--- src/rtl/alu_seq.sv ---
// alu_seq: multi-cycle ALU with iterative shifts and a shift-add multiply.
// Result and flags are registered and published together with a done pulse.
module alu_seq #(
    parameter int WIDTH = 16
) (
    input  logic             clk,
    input  logic             rst_n,
    input  logic             start,
    input  logic [3:0]       op,
    input  logic [WIDTH-1:0] a,
    input  logic [WIDTH-1:0] b,
    output logic             busy,
    output logic             done,
    output logic [WIDTH-1:0] result,
    output logic             zero,
    output logic             carry,
    output logic             overflow,
    output logic             greater,
    output logic             less
);
    localparam int CW = $clog2(WIDTH + 1);
    localparam logic [WIDTH-1:0] W_LIM = WIDTH'(WIDTH);
    localparam logic [CW-1:0]    W_CNT = CW'(WIDTH);

    localparam logic [3:0] OP_ADD  = 4'b0000;
    localparam logic [3:0] OP_SUB  = 4'b0001;
    localparam logic [3:0] OP_AND  = 4'b0010;
    localparam logic [3:0] OP_OR   = 4'b0011;
    localparam logic [3:0] OP_SLL  = 4'b0100;
    localparam logic [3:0] OP_SRL  = 4'b0101;
    localparam logic [3:0] OP_PASS = 4'b0111;
    localparam logic [3:0] OP_MUL  = 4'b1000;
    localparam logic [3:0] OP_SRA  = 4'b1001;

    typedef enum logic [1:0] {IDLE, EXEC, FIN} state_t;
    state_t state, state_nx;

    logic [3:0]       op_q;
    logic [WIDTH-1:0] a_q, b_q, hi, lo;
    logic [CW-1:0]    cnt;

    logic             accept, is_shift, multi;
    logic [CW-1:0]    k_in;
    logic [WIDTH:0]   sum_add, sum_sub, mul_sum;
    logic [WIDTH-1:0] sc_res, hi_nx, lo_nx;
    logic             sc_c, sc_v, step_out, fin_c;

    assign accept = start && (state != EXEC);

    // Shift amount saturates at WIDTH; the full B value is compared.
    always_comb begin
        is_shift = (op == OP_SLL) || (op == OP_SRL) || (op == OP_SRA);
        k_in     = (b >= W_LIM) ? W_CNT : b[CW-1:0];
        multi    = 1'b0;
        if (op == OP_MUL) begin
            multi = 1'b1;
            k_in  = W_CNT;
        end else if (is_shift) begin
            multi = (b != '0);
        end
    end

    always_comb begin
        sum_add = {1'b0, a} + {1'b0, b};
        sum_sub = {1'b0, a} + {1'b0, ~b} + {{WIDTH{1'b0}}, 1'b1};
        sc_res  = '0;
        sc_c    = 1'b0;
        sc_v    = 1'b0;
        case (op)
            OP_ADD: begin
                sc_res = sum_add[WIDTH-1:0];
                sc_c   = sum_add[WIDTH];
                sc_v   = (a[WIDTH-1] == b[WIDTH-1]) &&
                         (sum_add[WIDTH-1] != a[WIDTH-1]);
            end
            OP_SUB: begin
                sc_res = sum_sub[WIDTH-1:0];
                sc_c   = sum_sub[WIDTH];
                sc_v   = (a[WIDTH-1] != b[WIDTH-1]) &&
                         (sum_sub[WIDTH-1] != a[WIDTH-1]);
            end
            OP_AND:                 sc_res = a & b;
            OP_OR:                  sc_res = a | b;
            OP_SLL, OP_SRL, OP_SRA: sc_res = a;
            OP_PASS:                sc_res = b;
            default:                sc_res = '0;
        endcase
    end

    // One iteration step: a single-bit shift, or a multiply add-and-shift.
    always_comb begin
        mul_sum  = {1'b0, hi} + (lo[0] ? {1'b0, a_q} : '0);
        hi_nx    = hi;
        lo_nx    = lo;
        step_out = 1'b0;
        case (op_q)
            OP_SLL: begin
                lo_nx    = {lo[WIDTH-2:0], 1'b0};
                step_out = lo[WIDTH-1];
            end
            OP_SRL: begin
                lo_nx    = {1'b0, lo[WIDTH-1:1]};
                step_out = lo[0];
            end
            OP_SRA: begin
                lo_nx    = {lo[WIDTH-1], lo[WIDTH-1:1]};
                step_out = lo[0];
            end
            default: {hi_nx, lo_nx} = {mul_sum, lo[WIDTH-1:1]};
        endcase
        fin_c = (op_q == OP_MUL) ? (hi_nx != '0) : step_out;
    end

    always_ff @(posedge clk or negedge rst_n) begin
        if (!rst_n) state <= IDLE;
        else        state <= state_nx;
    end

    always_comb begin
        state_nx = state;
        case (state)
            IDLE, FIN: begin
                if (accept) state_nx = multi ? EXEC : FIN;
                else        state_nx = IDLE;
            end
            EXEC:    if (cnt == CW'(1)) state_nx = FIN;
            default: state_nx = IDLE;
        endcase
    end

    always_comb begin
        busy = (state == EXEC);
        done = (state == FIN);
    end

    always_ff @(posedge clk or negedge rst_n) begin
        if (!rst_n) begin
            op_q     <= '0;
            a_q      <= '0;
            b_q      <= '0;
            hi       <= '0;
            lo       <= '0;
            cnt      <= '0;
            result   <= '0;
            zero     <= 1'b0;
            carry    <= 1'b0;
            overflow <= 1'b0;
            greater  <= 1'b0;
            less     <= 1'b0;
        end else if (accept) begin
            op_q <= op;
            a_q  <= a;
            b_q  <= b;
            cnt  <= k_in;
            hi   <= '0;
            lo   <= (op == OP_MUL) ? b : a;
            if (!multi) begin
                result   <= sc_res;
                zero     <= (sc_res == '0);
                carry    <= sc_c;
                overflow <= sc_v;
                greater  <= (a > b);
                less     <= (a < b);
            end
        end else if (state == EXEC) begin
            hi  <= hi_nx;
            lo  <= lo_nx;
            cnt <= cnt - CW'(1);
            if (cnt == CW'(1)) begin
                result   <= lo_nx;
                zero     <= (lo_nx == '0);
                carry    <= fin_c;
                overflow <= 1'b0;
                greater  <= (a_q > b_q);
                less     <= (a_q < b_q);
            end
        end
    end
endmodule

--- config.mk ---
export PLATFORM = sky130hd
export DESIGN_NAME = alu_seq
export DESIGN_NICKNAME = d
export VERILOG_FILES = /design/src/rtl/alu_seq.sv
export SDC_FILE = /design/constraint.sdc
export NUM_CORES = 1
export LEC_CHECK = 0
export ABC_AREA = 1
export BUFFER_PORTS_ARGS = -buffer_cell sky130_fd_sc_hd__buf_2
export CORE_ASPECT_RATIO = 0.7
export CORE_MARGIN = 2
export CORE_UTILIZATION = 35
export CTS_CLUSTER_DIAMETER = 30
export DETAILED_ROUTE_END_ITERATION = 16
export PLACE_DENSITY = 0.54
export SLEW_MARGIN = 0
export SYNTH_ARGS = -nofsm -noshare
export SYNTH_HDL_FRONTEND = slang
export SYNTH_SLANG_ARGS = --single-unit
--- constraint.sdc ---
create_clock -name clk -period 3 [get_ports clk]
set_input_delay 0.6 -clock clk [delete_from_list [all_inputs] [get_ports clk]]
set_output_delay 0.6 -clock clk [all_outputs]
set_load 0.005 [all_outputs]
# Word level (Yosys, flattened, before mapping)

Index checks and enable logic that the tools add are counted.

$add $sub $neg: 5
Magnitude comparators: 5
Equal/unequal tests: 22
Multiplexer cells: 47
Bitwise logic cells: 3
Reductions and logical operators: 18

Operators with widths:

| kind                    | number |
|---|---|
| $mux W16                | 11 |
| $pmux W16 S6            | 1 |
| $add A16 B16 Y17        | 3 |
| $pmux W16 S3            | 1 |
| $gt A16 B16 Y1          | 2 |
| $logic_not A16 Y1       | 2 |
| $lt A16 B16 Y1          | 2 |
| $reduce_bool A16 Y1     | 2 |
| $mux W1                 | 23 |
| $eq A4 B3 Y1 const B    | 5 |
| $mux W5                 | 4 |
| $add A17 B1 Y17 const B | 1 |
| $and A16 B16 Y16        | 1 |
| $eq A4 B4 Y1 const B    | 4 |
| $ge A16 B5 Y1 const B   | 1 |
| $not A16 Y16            | 1 |
| $or A16 B16 Y16         | 1 |
| $eq A4 B2 Y1 const B    | 2 |
| $mux W2                 | 3 |
| $pmux W1 S2             | 3 |
| $reduce_or A3 Y1        | 2 |
| $eq A5 B1 Y1 const B    | 1 |
| $sub A5 B1 Y5 const B   | 1 |
| $eq A4 B1 Y1 const B    | 1 |
| other kinds (14)        | 22 |

Register bits: 96
Bits of input ports: 39
Output and inout bits: 23

# Depth between registers and ports, before layout

Depth in word-level cells: 8
Mapped depth: 22

# Worst setup path after synthesis

Ideal clock, no wire load.

Path kind: register to register
Start: register lo[0]
End: register carry
Arrival: 2.294 ns
Slack: 0.589 ns
Cell stages (with the launch flop): 19
Path buffers: 1
Clock period less this slack: 2.411 ns
Cell sequence: dfrtp_1 clkbuf_1 nand2_1 inv_1 ha_1 fa_1 or2_2 nand4_1 nand2_1 nor2_1 nand3_1 nor2_1 nand3_1 nor2_1 nand3_1 nand2_1 nand2_1 nand2_1 nand2_1

Cells in the longest elaborated chain, start to end: 8
Elaborated cells on any way between the ends: 9
Classes of those cells: 1 x add/sub; 7 x mux; 1 x reduce/logical

RTL lines:

| element                | RTL line | RTL |
|---|---|---|
| start, declared        | 39       | `logic [WIDTH-1:0] a_q, b_q, hi, lo;` |
| start signal, assigned | 156      | `lo <= (op == OP_MUL) ? b : a;` |
| start signal, assigned | 167      | `lo <= lo_nx;` |
| $mux W16               | 92       | `mul_sum = {1'b0, hi} + (lo[0] ? {1'b0, a_q} : '0);` |
| $add A16 B16 Y17       | 92       |  |
| $mux W16               | 96       | `case (op_q)` |
| $reduce_bool A16 Y1    | 111      | `fin_c = (op_q == OP_MUL) ? (hi_nx != '0) : step_out;` |
| $mux W1 *              | 111      |  |
| $mux W1 *              | 169      | `if (cnt == CW'(1)) begin` |
| $mux W1 *              | 165      | `end else if (state == EXEC) begin` |
| $mux W1 *              | 150      | `end else if (accept) begin` |
| end signal, assigned   | 172      | `carry <= fin_c;` |
| end, declared          | 16       | `output logic carry,` |

Every way passes the cells marked *; elsewhere a longest branch is shown, timed or not. The select of a mux whose other input is x is not followed.
A chain may end at the register's enable or synchronous reset.

# Worst setup path in the final report

Ends and elaborated chain as after synthesis.

==> impl_metrics.py <==
metrics = {
    "grt": {
        "grt_pass1_vias": 8827,
        "grt_overflow": 0,
        "antenna_found_initial": 1,
        "grt_max_degree": 69,
        "grt_pass1_wl_um": 53000,
        "grtUsageTotal_pct": 25.6,
    },
    "sta": {
        "rsz0062_at_grt": "no",
        "fmax_mhz": 363,
        "min_period_ns": 2.76,
        "hold_violations": 0,
        "clock_skew_ns": 0.00970,
        "post-route-period-util_pct": 91.9,
        "tightest_slew_ns": 0.719,
        "tns_ns": 0,
        "setup_violations": 0,
        "drv_slew": 0,
        "relSlewSlack_pct": 52.0,
    },
    "floorplan": {
        "ioPinCount": 62,
        "dieArea_mm2": 0.0273,
        "die_width_um": 197,
        "rows": 49,
        "die_y_um": 139,
        "core_mm2": 0.0256,
        "floorplan.initialDensity_pct": 35.5,
    },
    "logic_synthesis": {
        "synth_cell_types": 47,
        "ys_ff_latch": 96,
        "synth_warnings": 0,
        "synth.area.top_cells": "dfrtp_1, nand2_1, ha_1",
        "yosysTopAreaCell": "dfrtp_1",
        "syn-cell-area_mm2": 0.00908,
        "synth.avg_cell_area_um2": 6.34,
        "synth_edf_count": 0,
        "synth_seq_area_share_pct": 26.4,
        "syn_nets": 1559,
        "synth_top_area_share_pct": 26.4,
        "async_flop_share_pct": 100,
        "synthFlopType": "dfrtp_1",
        "synthCells": 1432,
    },
    "clock_tree": {
        "cts_tree": "yes",
        "clk_latency_ns": 0.36,
        "hold_buffers": 0,
        "cts.htree.levels": 3,
        "cts_setup_buffers": 0,
        "cts_buffers": 9,
        "path_clk_slew_ns": 0.07,
        "ctsResizeCount": 0,
        "cts_buffer_depth": 2,
        "clock_sinks": 96,
        "cts-root-buf": "clkbuf_16",
    },
    "status": {
        "status": "finished, final reports clean",
    },
    "final_layout": {
        "layout.nets": 1653,
        "drive_gt1_share_pct": 12.7,
        "fill_cells": 2739,
        "multi_input_area_mm2": 0.00560,
        "syn_to_final_growth_pct": 14.6,
        "seqCellArea_mm2": 0.00240,
    },
    "routing": {
        "routedWlPerCell_um": 18.6,
        "postRouteAntennaNets": 0,
        "first_pass_iters": 6,
        "avgViaCountPerCell": 5.17,
        "drc": 0,
        "first_iter_violations": 947,
        "vias": 9639,
        "wirelength_um": 34600,
    },
    "pwr": {
        "power_uw": 7220,
        "leakage_uw": 0.00571,
        "vdd_drop_max_v": 0.000291,
        "pwr_density_cell_mw_per_mm2": 693,
    },
    "worst_setup_path": {
        "rrSetupSlack_ns": 0.24,
        "r2r-end": "carry",
        "crit_path_end_kind": "flop",
        "cp-start-kind": "flop",
        "cp_max_fo": 16,
        "worstPathArrival_ns": 3.01,
        "cp.required_ns": 3.26,
        "crit_type": "reg -> reg",
        "rr_worst_depth": 22,
        "r2r_start": "lo[0]",
    },
    "place": {
        "routabilityCongestion": 0.977,
        "place_hpwl_um": 28300,
        "port_buffers": 61,
    },
    "hold_path": {
        "holdCritPathClass": "in -> async",
    },
    "flow_run": {
        "cap_viol_max_count": 0,
    },
}
[cell families after synthesis]
logic type               count (synthesis)  synth area share [%]
AO/OA/AOI/OAI                          246                  15.3
XOR/XNOR                                 2                 0.193
adder cells (fa/ha/maj)                 88                  12.4
buffers and inverters                  276                  12.1
flip-flops                              96                  26.4
AND/OR/NAND/NOR                        724                  33.6
[cell type report]
class | instances | share of cell area (%)
clock buffers | 12 | 2.27
inverters | 226 | 8.17
multi-input cells | 1060 | 53.8
well taps | 331 | 3.98
flip-flops and latches | 96 | 23.1
repair buffers | 133 | 8.43
clock inverters | 4 | 0.288
diodes | 1 | 0.0240
[where the power goes]
| group | switching, uW | internal (uW) |
|---|---|---|
| clock network | 515 | 566 |
| registers | 376 | 1810 |
| logic | 2570 | 1390 |
[worst max-delay path: stages, from the launching register on]
cell and delay [ns]:
dfrtp_1 0.45, buf_6 0.19, nand2_1 0.06, inv_1 0.04, ha_1 0.36, nand2_1 0.10
nand2_1 0.07, inv_1 0.07, nand2_1 0.06, nand2_1 0.12, nand2_2 0.11, nand2_1 0.11
nand2_1 0.05, nand2_1 0.05, nand3_1 0.06, nand2_1 0.09, nand2_1 0.08, nor2_1 0.20
nand3_1 0.12, nand2_1 0.07, nand2_1 0.06, nand2_1 0.07, nand2_1 0.04
[flip-flops by register name, summed over array words and instances, names as in the netlist]
register  count
cnt           5
less          1
result       16
state         2
zero          1
a_q          16
overflow      1
op_q          4
lo           16
greater       1
carry         1
hi           16
b_q          16
[how the worst max path moves through the flow]
stage	from	to	slack (ns)	depth (start not counted)
final	lo[0]	carry	0.24	22
after global routing	b[0]	zero	0.02	19
after CTS	lo[0]	carry	0.21	20
after detailed placement	b[0]	zero	-0.12	19
after global placement	b[0]	zero	-0.07	19
after floorplan	lo[0]	carry	0.59	18
[cell usage in the layout, fill, tap and decap left out, types with 4 or more instances in the layout]
cell / count
nand4_1: 17
a22o_1: 6
nand2_1: 391
a31oi_1: 11
nor3_1: 14
nor2_1: 140
o211ai_1: 5
buf_4: 70
inv_1: 213
ha_1: 85
nand3_1: 121
o21a_1: 4
a21oi_1: 66
clkbuf_16: 9
nor4_1: 5
inv_2: 12
dfrtp_1: 96
nor2_2: 12
buf_2: 60
or2_2: 5
nand2_2: 8
o22ai_1: 24
o21bai_1: 5
o21ai_0: 106
[layer usage]
layer / GRT usage, % / wire length (um) / up-vias
met1: 40.8 / 17700 / 4436
met2: 33.1 / 12900 / 372
li1: - / - / 4798
met5: 0 / 0 / -
met3: 7.83 / 3470 / 33
met4: 4.98 / 503 / 0
[metrics by stage]
step	util [%]	hold WS [ns]	cell area (um^2)	setup WS, ns	std cells
6_report	40.7	0.173	10400	0.244	1863
5_1_grt	40.7	0.195	10400	0.0216	1863
4_1_cts	40.7	0.186	10400	0.211	1862
3_5_place_dp	39.6	0.463	10100	-0.115	1846
3_3_place_gp	39.6	0.461	10100	-0.0706	1846
2_1_floorplan	-	0.304	9080	0.589	1432
[cell usage after synthesis (2+ instances only)]
cell type	number
nand2_2	7
o22ai_1	24
ha_1	85
o211ai_1	5
nor2_2	12
nor2_4	2
nand2_1	392
a31oi_1	11
nor2_1	141
clkbuf_1	17
nand3_1	121
a21oi_1	67
buf_6	3
inv_2	12
nor3_1	14
o21ai_1	2
fa_1	3
a22o_1	6
xor2_1	2
o21ai_0	106
buf_4	2
nand4_1	17
nand2_4	2
a22oi_1	2
o21bai_1	5
o21a_1	4
buf_1	4
a21o_1	3
a21oi_2	2
and2_1	2
inv_1	213
buf_2	24
nand3b_1	3
or2_2	5
nor4_1	5
dfrtp_1	96
Note: power is estimated with default switching activity, not from simulation.
